$ cat src/rtl/mips_muldiv_pkg.sv
// Shared types and constants for the MIPS multiply/divide unit.
package mips_muldiv_pkg;

  localparam int          ITER    = 32;
  localparam logic [31:0] DIV0_LO = 32'hFFFF_FFFF;

  typedef enum logic [1:0] {
    OP_MULT  = 2'd0,
    OP_MULTU = 2'd1,
    OP_DIV   = 2'd2,
    OP_DIVU  = 2'd3
  } op_e;

  typedef enum logic [1:0] {
    S_IDLE = 2'd0,
    S_RUN  = 2'd1,
    S_FIX  = 2'd2
  } state_e;

  // Magnitude of a signed operand; unsigned ops pass the raw value through.
  function automatic logic [31:0] op_mag(input logic [31:0] v, input logic is_signed);
    return (is_signed && v[31]) ? (~v + 32'd1) : v;
  endfunction

endpackage

$ cat src/rtl/mips_muldiv_div_step.sv
// One restoring-divide step on a {remainder, dividend/quotient} pair.
module muldiv_div_step (
  input  logic [31:0] rem_in,
  input  logic [31:0] quo_in,
  input  logic [31:0] divisor,
  output logic [31:0] rem_out,
  output logic [31:0] quo_out
);

  logic [32:0] trial;
  logic [32:0] diff;
  logic        ge;

  // The next dividend bit enters the remainder; the quotient bit fills in at the bottom.
  assign trial   = {rem_in, quo_in[31]};
  assign ge      = trial >= {1'b0, divisor};
  assign diff    = trial - {1'b0, divisor};
  assign rem_out = ge ? diff[31:0] : trial[31:0];
  assign quo_out = {quo_in[30:0], ge};

endmodule

$ cat src/rtl/mips_muldiv.sv
// Iterative MULT/MULTU/DIV/DIVU unit owning HI/LO.
// Optional MULDIV_FAST_MULT_EN: single-cycle combinational multiply path.
module mips_muldiv
  import mips_muldiv_pkg::*;
#(
  parameter int ITER = mips_muldiv_pkg::ITER
) (
  input  logic        clk,
  input  logic        reset,
  input  logic        clk_enable,
  input  logic        start,
  input  logic [1:0]  op,
  input  logic [31:0] rs_data,
  input  logic [31:0] rt_data,
  input  logic        mthi,
  input  logic        mtlo,
  input  logic [31:0] wdata,
  output logic        busy,
  output logic [31:0] hi,
  output logic [31:0] lo
);

  state_e      state_q, state_d;
  op_e         op_q;
  logic [31:0] a_q, b_q;
  logic [63:0] acc_q;
  logic [5:0]  cnt_q;
  logic        neg_lo_q, neg_hi_q, div0_q;
  logic [31:0] hi_q, lo_q;

  logic        is_div;
  logic        op_signed;
  logic [31:0] rs_mag, rt_mag;
  logic [32:0] msum;
  logic [31:0] rem_n, quo_n;
  logic [63:0] mul_raw, mul_res;
  logic [31:0] q_res, r_res;

`ifdef MULDIV_FAST_MULT_EN
  localparam logic FAST_MULT = 1'b1;
  assign mul_raw = 64'(a_q) * 64'(b_q);
`else
  localparam logic FAST_MULT = 1'b0;
  assign mul_raw = acc_q;
`endif

  assign is_div    = (op_q == OP_DIV) || (op_q == OP_DIVU);
  assign op_signed = ~op[0];
  assign rs_mag    = op_mag(rs_data, op_signed);
  assign rt_mag    = op_mag(rt_data, op_signed);

  // Radix-2 shift-add: conditionally add multiplicand to the upper half, then shift right.
  assign msum = {1'b0, acc_q[63:32]} + (b_q[0] ? {1'b0, a_q} : 33'd0);

  muldiv_div_step u_div_step (
    .rem_in  (acc_q[63:32]),
    .quo_in  (acc_q[31:0]),
    .divisor (a_q),
    .rem_out (rem_n),
    .quo_out (quo_n)
  );

  assign mul_res = neg_lo_q ? (~mul_raw + 64'd1) : mul_raw;
  // Divide by zero leaves |rs| in the remainder, so the sign fix restores rs itself.
  assign q_res   = div0_q ? DIV0_LO : (neg_lo_q ? (~acc_q[31:0] + 32'd1) : acc_q[31:0]);
  assign r_res   = neg_hi_q ? (~acc_q[63:32] + 32'd1) : acc_q[63:32];

  always_comb begin
    state_d = state_q;
    busy    = (state_q != S_IDLE);
    case (state_q)
      S_IDLE: if (start) state_d = (FAST_MULT && !op[1]) ? S_FIX : S_RUN;
      S_RUN:  if (cnt_q == 6'(ITER - 1)) state_d = S_FIX;
      S_FIX:  state_d = S_IDLE;
      default: state_d = S_IDLE;
    endcase
  end

  always_ff @(posedge clk or negedge reset) begin
    if (!reset) begin
      state_q  <= S_IDLE;
      op_q     <= OP_MULT;
      a_q      <= '0;
      b_q      <= '0;
      acc_q    <= '0;
      cnt_q    <= '0;
      neg_lo_q <= 1'b0;
      neg_hi_q <= 1'b0;
      div0_q   <= 1'b0;
      hi_q     <= '0;
      lo_q     <= '0;
    end else if (clk_enable) begin
      state_q <= state_d;
      case (state_q)
        S_IDLE: begin
          if (start) begin
            op_q     <= op_e'(op);
            a_q      <= rt_mag;
            b_q      <= rs_mag;
            // Divides keep the dividend in the low half, consumed MSB first.
            acc_q    <= {32'd0, op[1] ? rs_mag : 32'd0};
            cnt_q    <= '0;
            neg_lo_q <= op_signed & (rs_data[31] ^ rt_data[31]);
            neg_hi_q <= op_signed & rs_data[31];
            div0_q   <= op[1] & (rt_data == 32'd0);
          end else begin
            if (mthi) hi_q <= wdata;
            if (mtlo) lo_q <= wdata;
          end
        end
        S_RUN: begin
          cnt_q <= cnt_q + 6'd1;
          if (is_div) begin
            acc_q <= {rem_n, quo_n};
          end else begin
            acc_q <= {msum, acc_q[31:1]};
            b_q   <= b_q >> 1;
          end
        end
        S_FIX: begin
          if (is_div) begin
            hi_q <= r_res;
            lo_q <= q_res;
          end else begin
            {hi_q, lo_q} <= mul_res;
          end
        end
        default: ;
      endcase
    end
  end

  assign hi = hi_q;
  assign lo = lo_q;

endmodule

$ cat config.mk
export PLATFORM = sky130hd
export DESIGN_NAME = mips_muldiv
export DESIGN_NICKNAME = d
export VERILOG_FILES = /design/src/rtl/mips_muldiv_pkg.sv /design/src/rtl/mips_muldiv_div_step.sv /design/src/rtl/mips_muldiv.sv
export SDC_FILE = /design/constraint.sdc
export NUM_CORES = 1
export LEC_CHECK = 0
export ABC_AREA = 1
export BUFFER_PORTS_ARGS = -buffer_cell sky130_fd_sc_hd__buf_2
export CORE_MARGIN = 10
export CORE_UTILIZATION = 45
export DETAILED_ROUTE_END_ITERATION = 10
export PLACE_DENSITY = 0.65
export SLEW_MARGIN = 20
export SYNTH_ARGS = -nofsm -noshare
export SYNTH_HDL_FRONTEND = slang
export SYNTH_SLANG_ARGS = --single-unit
$ cat constraint.sdc
create_clock -name clk -period 2.3 [get_ports clk]
set_input_delay 0.46 -clock clk [delete_from_list [all_inputs] [get_ports clk]]
set_output_delay 0.46 -clock clk [all_outputs]
set_load 0.005 [all_outputs]
==> impl_metrics.env <==
export IMPL_outcome="finished, violations left"
export IMPL_violations="setup timing"
export IMPL_synth_warning_count=0
export IMPL_intPower_uw=19320
export IMPL_drt_initial_drc_count=2439
export IMPL_synth_area_leaders="dfrtp_1, nand2_1, inv_1, nand3_1, nor2_1"
export IMPL_syn_mean_instance_area_sq_um=6.037
export IMPL_initial_utilization_pct=45.44
export IMPL_sum_of_buffers_and_inverters_on_the_critical_path=7
export IMPL_overall_routing_resource_usage_pct=31.50
export IMPL_timing_worst_slew_pin_value_ns=0.9287
export IMPL_fin_hold_ws_ns=0.2221
export IMPL_max_clock_path_buffers=3
export IMPL_path_common_cell="nand2_1"
export IMPL_clkSlewWorstSetupHoldPaths_ns=0.06
export IMPL_yosys_area_top_type="dfrtp_1"
export IMPL_sequential_fraction_of_design_power_pct=17.7
export IMPL_period_share_pct=105.7
export IMPL_power_density_nw_per_um2=1534
export IMPL_fillCellCount=4050
export IMPL_placement_cell_area_sq_um=22850
export IMPL_final_net_count=3803
export IMPL_power_net_switching_uw=20170
export IMPL_cp_num_cells=18
export IMPL_synth_largest_type_area_fraction_pct=26.78
export IMPL_crit_family="simple AND/OR/NAND/NOR gates"
export IMPL_postSynthNetCount=3332
export IMPL_worst_slack_ns=-0.1321
export IMPL_area_sequential_sq_um=5135
export IMPL_synth_sequential_area_ratio_pct=26.78
export IMPL_floorplan_rows=75
export IMPL_total_leakage_power_uw=0.01312
export IMPL_detail_route_drc_violations=0
export IMPL_final_setup_tns_ns=-1.434
export IMPL_proportion_of_layout_cells_with_a_drive_suffix_above_1_pct=26.15
export IMPL_ant_nets=0
export IMPL_finalPower_uw=39490
export IMPL_asyncSetResetFlopFracSynth_pct=100.0
export IMPL_maximum_number_of_pins_on_one_net_before_global_route_repair=69
export IMPL_grt_setup_unrepaired="yes"
export IMPL_share_comb_of_total_power_pct=71.8
export IMPL_maxClockFrequency_mhz=411.2
export IMPL_timing_final_setup_violations=22
export IMPL_timing_hold_worst_class="input pin to flop"
export IMPL_sw_frac_of_total_pct=51.08
export IMPL_routabilityCongestion=1.035
export IMPL_routed_wl_mm=83.37
export IMPL_clock_root_buffer="clkbuf_16"
export IMPL_reg2reg_depth=18
export IMPL_p_clk_share_pct=10.5
export IMPL_finalCriticalPeriod_ns=2.432
export IMPL_synth_enable_flop_cells=0
export IMPL_synth_seq_cells=204
export IMPL_vdd_ir_drop_max_mv=0.9591
export IMPL_port_buffers=168
export IMPL_ys_types=52
export IMPL_max_clock_skew_ns=0.04096
export IMPL_detailroute_via_count=23289
export IMPL_kind_of_critical_path="flop to flop"
export IMPL_critical_path_required_ns=2.76
export IMPL_cell_count_of_the_worst_hold_path=5
export IMPL_die_area_sq_um=50990
export IMPL_drv_cap=0
export IMPL_critical_path_endpoint_type="flop"
export IMPL_critical_path_max_stage_delay_ns=0.44
export IMPL_setup_worst_path_start_class="flop"
export IMPL_detail_route_first_pass_iterations=6
export IMPL_tritoncts_buffers=25
export IMPL_cts_htree_levels=1
export IMPL_worst_endpoint_arrival_ns=2.89
export IMPL_core_area_sq_um=41950
export IMPL_die_height_microns=225.8
export IMPL_timing_critical_path_cells="buf_12, buf_16, nand2_4, inv_4, ha_4, buf_6, nand2_8, nor2_4, inv_2, nor2_2, buf_4, nand4_1, nand4_1, nand3_2, nand2_1, inv_1, nand2_1, nand2_1"
export IMPL_num_io_pins=169
export IMPL_cts_sink_count=204
export IMPL_summed_instance_area_of_the_synthesized_netlist_sq_um=19060
export IMPL_antenna_found_initial=1
export IMPL_tritoncts="built"
export IMPL_dp_worst_setup_slack_ns=-0.4386
export IMPL_cp_slowest_cell="dfrtp_2"
export IMPL_layout_cell_area_non_filler_sq_um=25740
export IMPL_report_final_slew_viol_count=0
export IMPL_largest_fanout_on_the_critical_path=8
export IMPL_post_dp_hpwl_mm=66.10
export IMPL_overflow=0
export IMPL_post_synth_inst_count=3157
export IMPL_synthToLayoutAreaGrowth_pct=35.03
export IMPL_final_hold_violation_count=0
export IMPL_antenna_cells_inserted=0
export IMPL_main_flop_type_after_synthesis="dfrtp_1"
export IMPL_grt_pass1_wl_mm=125.5
export IMPL_dieWidth_microns=225.8
export IMPL_clock_insertion_delay_worst_skew_ns=0.57
export IMPL_route_detailed_wl_per_inst_microns=19.93
export IMPL_timing_slew_headroom_pct=37.43
export IMPL_multi_input_area_sq_um=13450
export IMPL_drt_vias_per_instance=5.568
export IMPL_first_global_vias=21673
-- cells by family (layout without fill, tap and decap cells) --
group                      after synthesis  after routing  synth area share (%)
and+or+nand+nor                       1731           1731                 38.36
AOI/OAI and AO/OA                      544            544                 16.50
adders and majority gates               71             71                 4.740
xor gates and xnor gates                49             49                 2.252
DFF                                    204            204                 26.78
buffers and inverters                  558           1045                 11.36
-- through the flow --
| step | util (%) | cells |
|---|---|---|
| 6_report | 61.35 | 4183 |
| 5_1_grt | 61.35 | 4183 |
| 4_1_cts | 59.23 | 4159 |
| 3_5_place_dp | 54.47 | 4106 |
| 3_3_place_gp | 54.47 | 4106 |
| 2_1_floorplan | - | 3157 |
-- layout make-up --
type | count | share of cell area [%]
clock buffer | 35 | 2.732
clock inverter | 8 | 0.4862
inverter | 447 | 6.563
multi-input combinational | 2395 | 52.27
sequential | 204 | 19.95
tap | 539 | 2.620
timing repair buffer | 555 | 15.38
-- layout by cell type, fill, tap and decap left out, types with 7 or more instances in the layout --
cell       netlist  routed
o21ai_0        197     172
nor2_1         352     302
nor3_1          35      26
a21oi_1        189     162
inv_1          437     411
nand3_2          1      23
a31oi_1         20      20
o21ai_1         13      32
nand2_1        891     820
ha_4             0      50
o21a_1           8       8
ha_1            69      17
a21oi_4          0       7
nand3_1        324     298
buf_4            5     366
a21boi_1        13      14
nand3b_1         7       7
o211ai_1        14      14
nand2_4          1      18
a21oi_2          0      20
inv_2            7      28
nand2_2          7      60
dfrtp_1        204     180
clkbuf_16        0      26
and2_1           6       7
buf_2           21     167
nor3_4           0       9
o31ai_1          7       7
nand4_1         53      53
nor2_4           4      22
xnor2_1         15      14
xor2_1          34      32
or2_2           25      25
nor2_2          10      42
buf_12           0       9
dfrtp_2          0      24
a2bb2oi_1       56      53
buf_6            2       8
-- power groups by stage --
stage	logic [uW]	registers (uW)	clock network (uW)
after CTS	26300	6880	4220
after global placement	24400	6760	0
after global routing	30800	7150	4320
after detailed placement	24500	6820	0
final	28300	6990	4150
after floorplan	14100	6390	0
-- synthesized netlist by cell type (2+ instances only) --
cell type / instances
nor2_4: 4
inv_2: 7
buf_2: 21
inv_1: 437
nand3b_1: 7
and3_1: 4
xnor2_1: 15
or2_2: 25
o21a_1: 8
nor2_2: 10
buf_6: 2
a21o_1: 4
dfrtp_1: 204
nor4_1: 7
nand3_1: 324
fa_1: 2
ha_1: 69
o21ai_1: 13
clkinv_1: 3
o21ai_0: 197
clkbuf_1: 72
a21oi_1: 189
a21boi_1: 13
nand2_2: 7
o31ai_1: 7
a2bb2oi_1: 56
o21bai_1: 7
and2_1: 6
nor2_1: 352
nand2_1: 891
o211ai_1: 14
a31oi_1: 20
a21boi_0: 6
nor3_1: 35
buf_1: 10
o22ai_1: 2
buf_4: 5
o22a_1: 2
o211ai_2: 2
nand4_1: 53
xor2_1: 34
-- worst min-delay path: cells and delay by family --
family	cells	cell delay [ns]
and+or+nand+nor	4	0.22
buffers and inverters	1	0.07
-- repair_timing --
item / 4_1_cts / 5_1_grt
pin swaps: 46 / 44
hold buffers: 1 / 0
gates resized for setup: 237 / 165
gates cloned: 2 / 1
setup buffers: 8 / 23
hold endpoints to repair: 40 / 0
setup endpoints to repair: 34 / 69
-- flip-flops by register name, summed over array words and instances, names as in the netlist --
signal,cells
acc_q,64
a_q,32
b_q,32
hi,32
lo,32
cnt_q,6
state_q,2
div0_q,1
neg_hi_q,1
neg_lo_q,1
op_q,1
-- path summary, 6_finish.rpt --
check	from	endpoint	slack, ns
setup reg to reg	b_q[0]	acc_q[50]	-0.13
setup / recovery	b_q[0]	acc_q[50]	-0.13
hold reg to reg	lo[20]	lo[20]	0.48
max in group asynchronous	reset	b_q[7]	1.11
min in group asynchronous	reset	acc_q[57]	0.39
hold / removal	wdata[1]	hi[1]	0.22
-- routing by layer --
metal / wire, microns / vias up / GRT usage (%)
li1: - / 11178 / -
met1: 38340 / 10922 / 46.46
met2: 34190 / 1066 / 45.15
met3: 8271 / 121 / 6.447
met4: 2558 / 2 / 8.693
met5: 13 / - / 0
(Power assumes the default switching activity.)
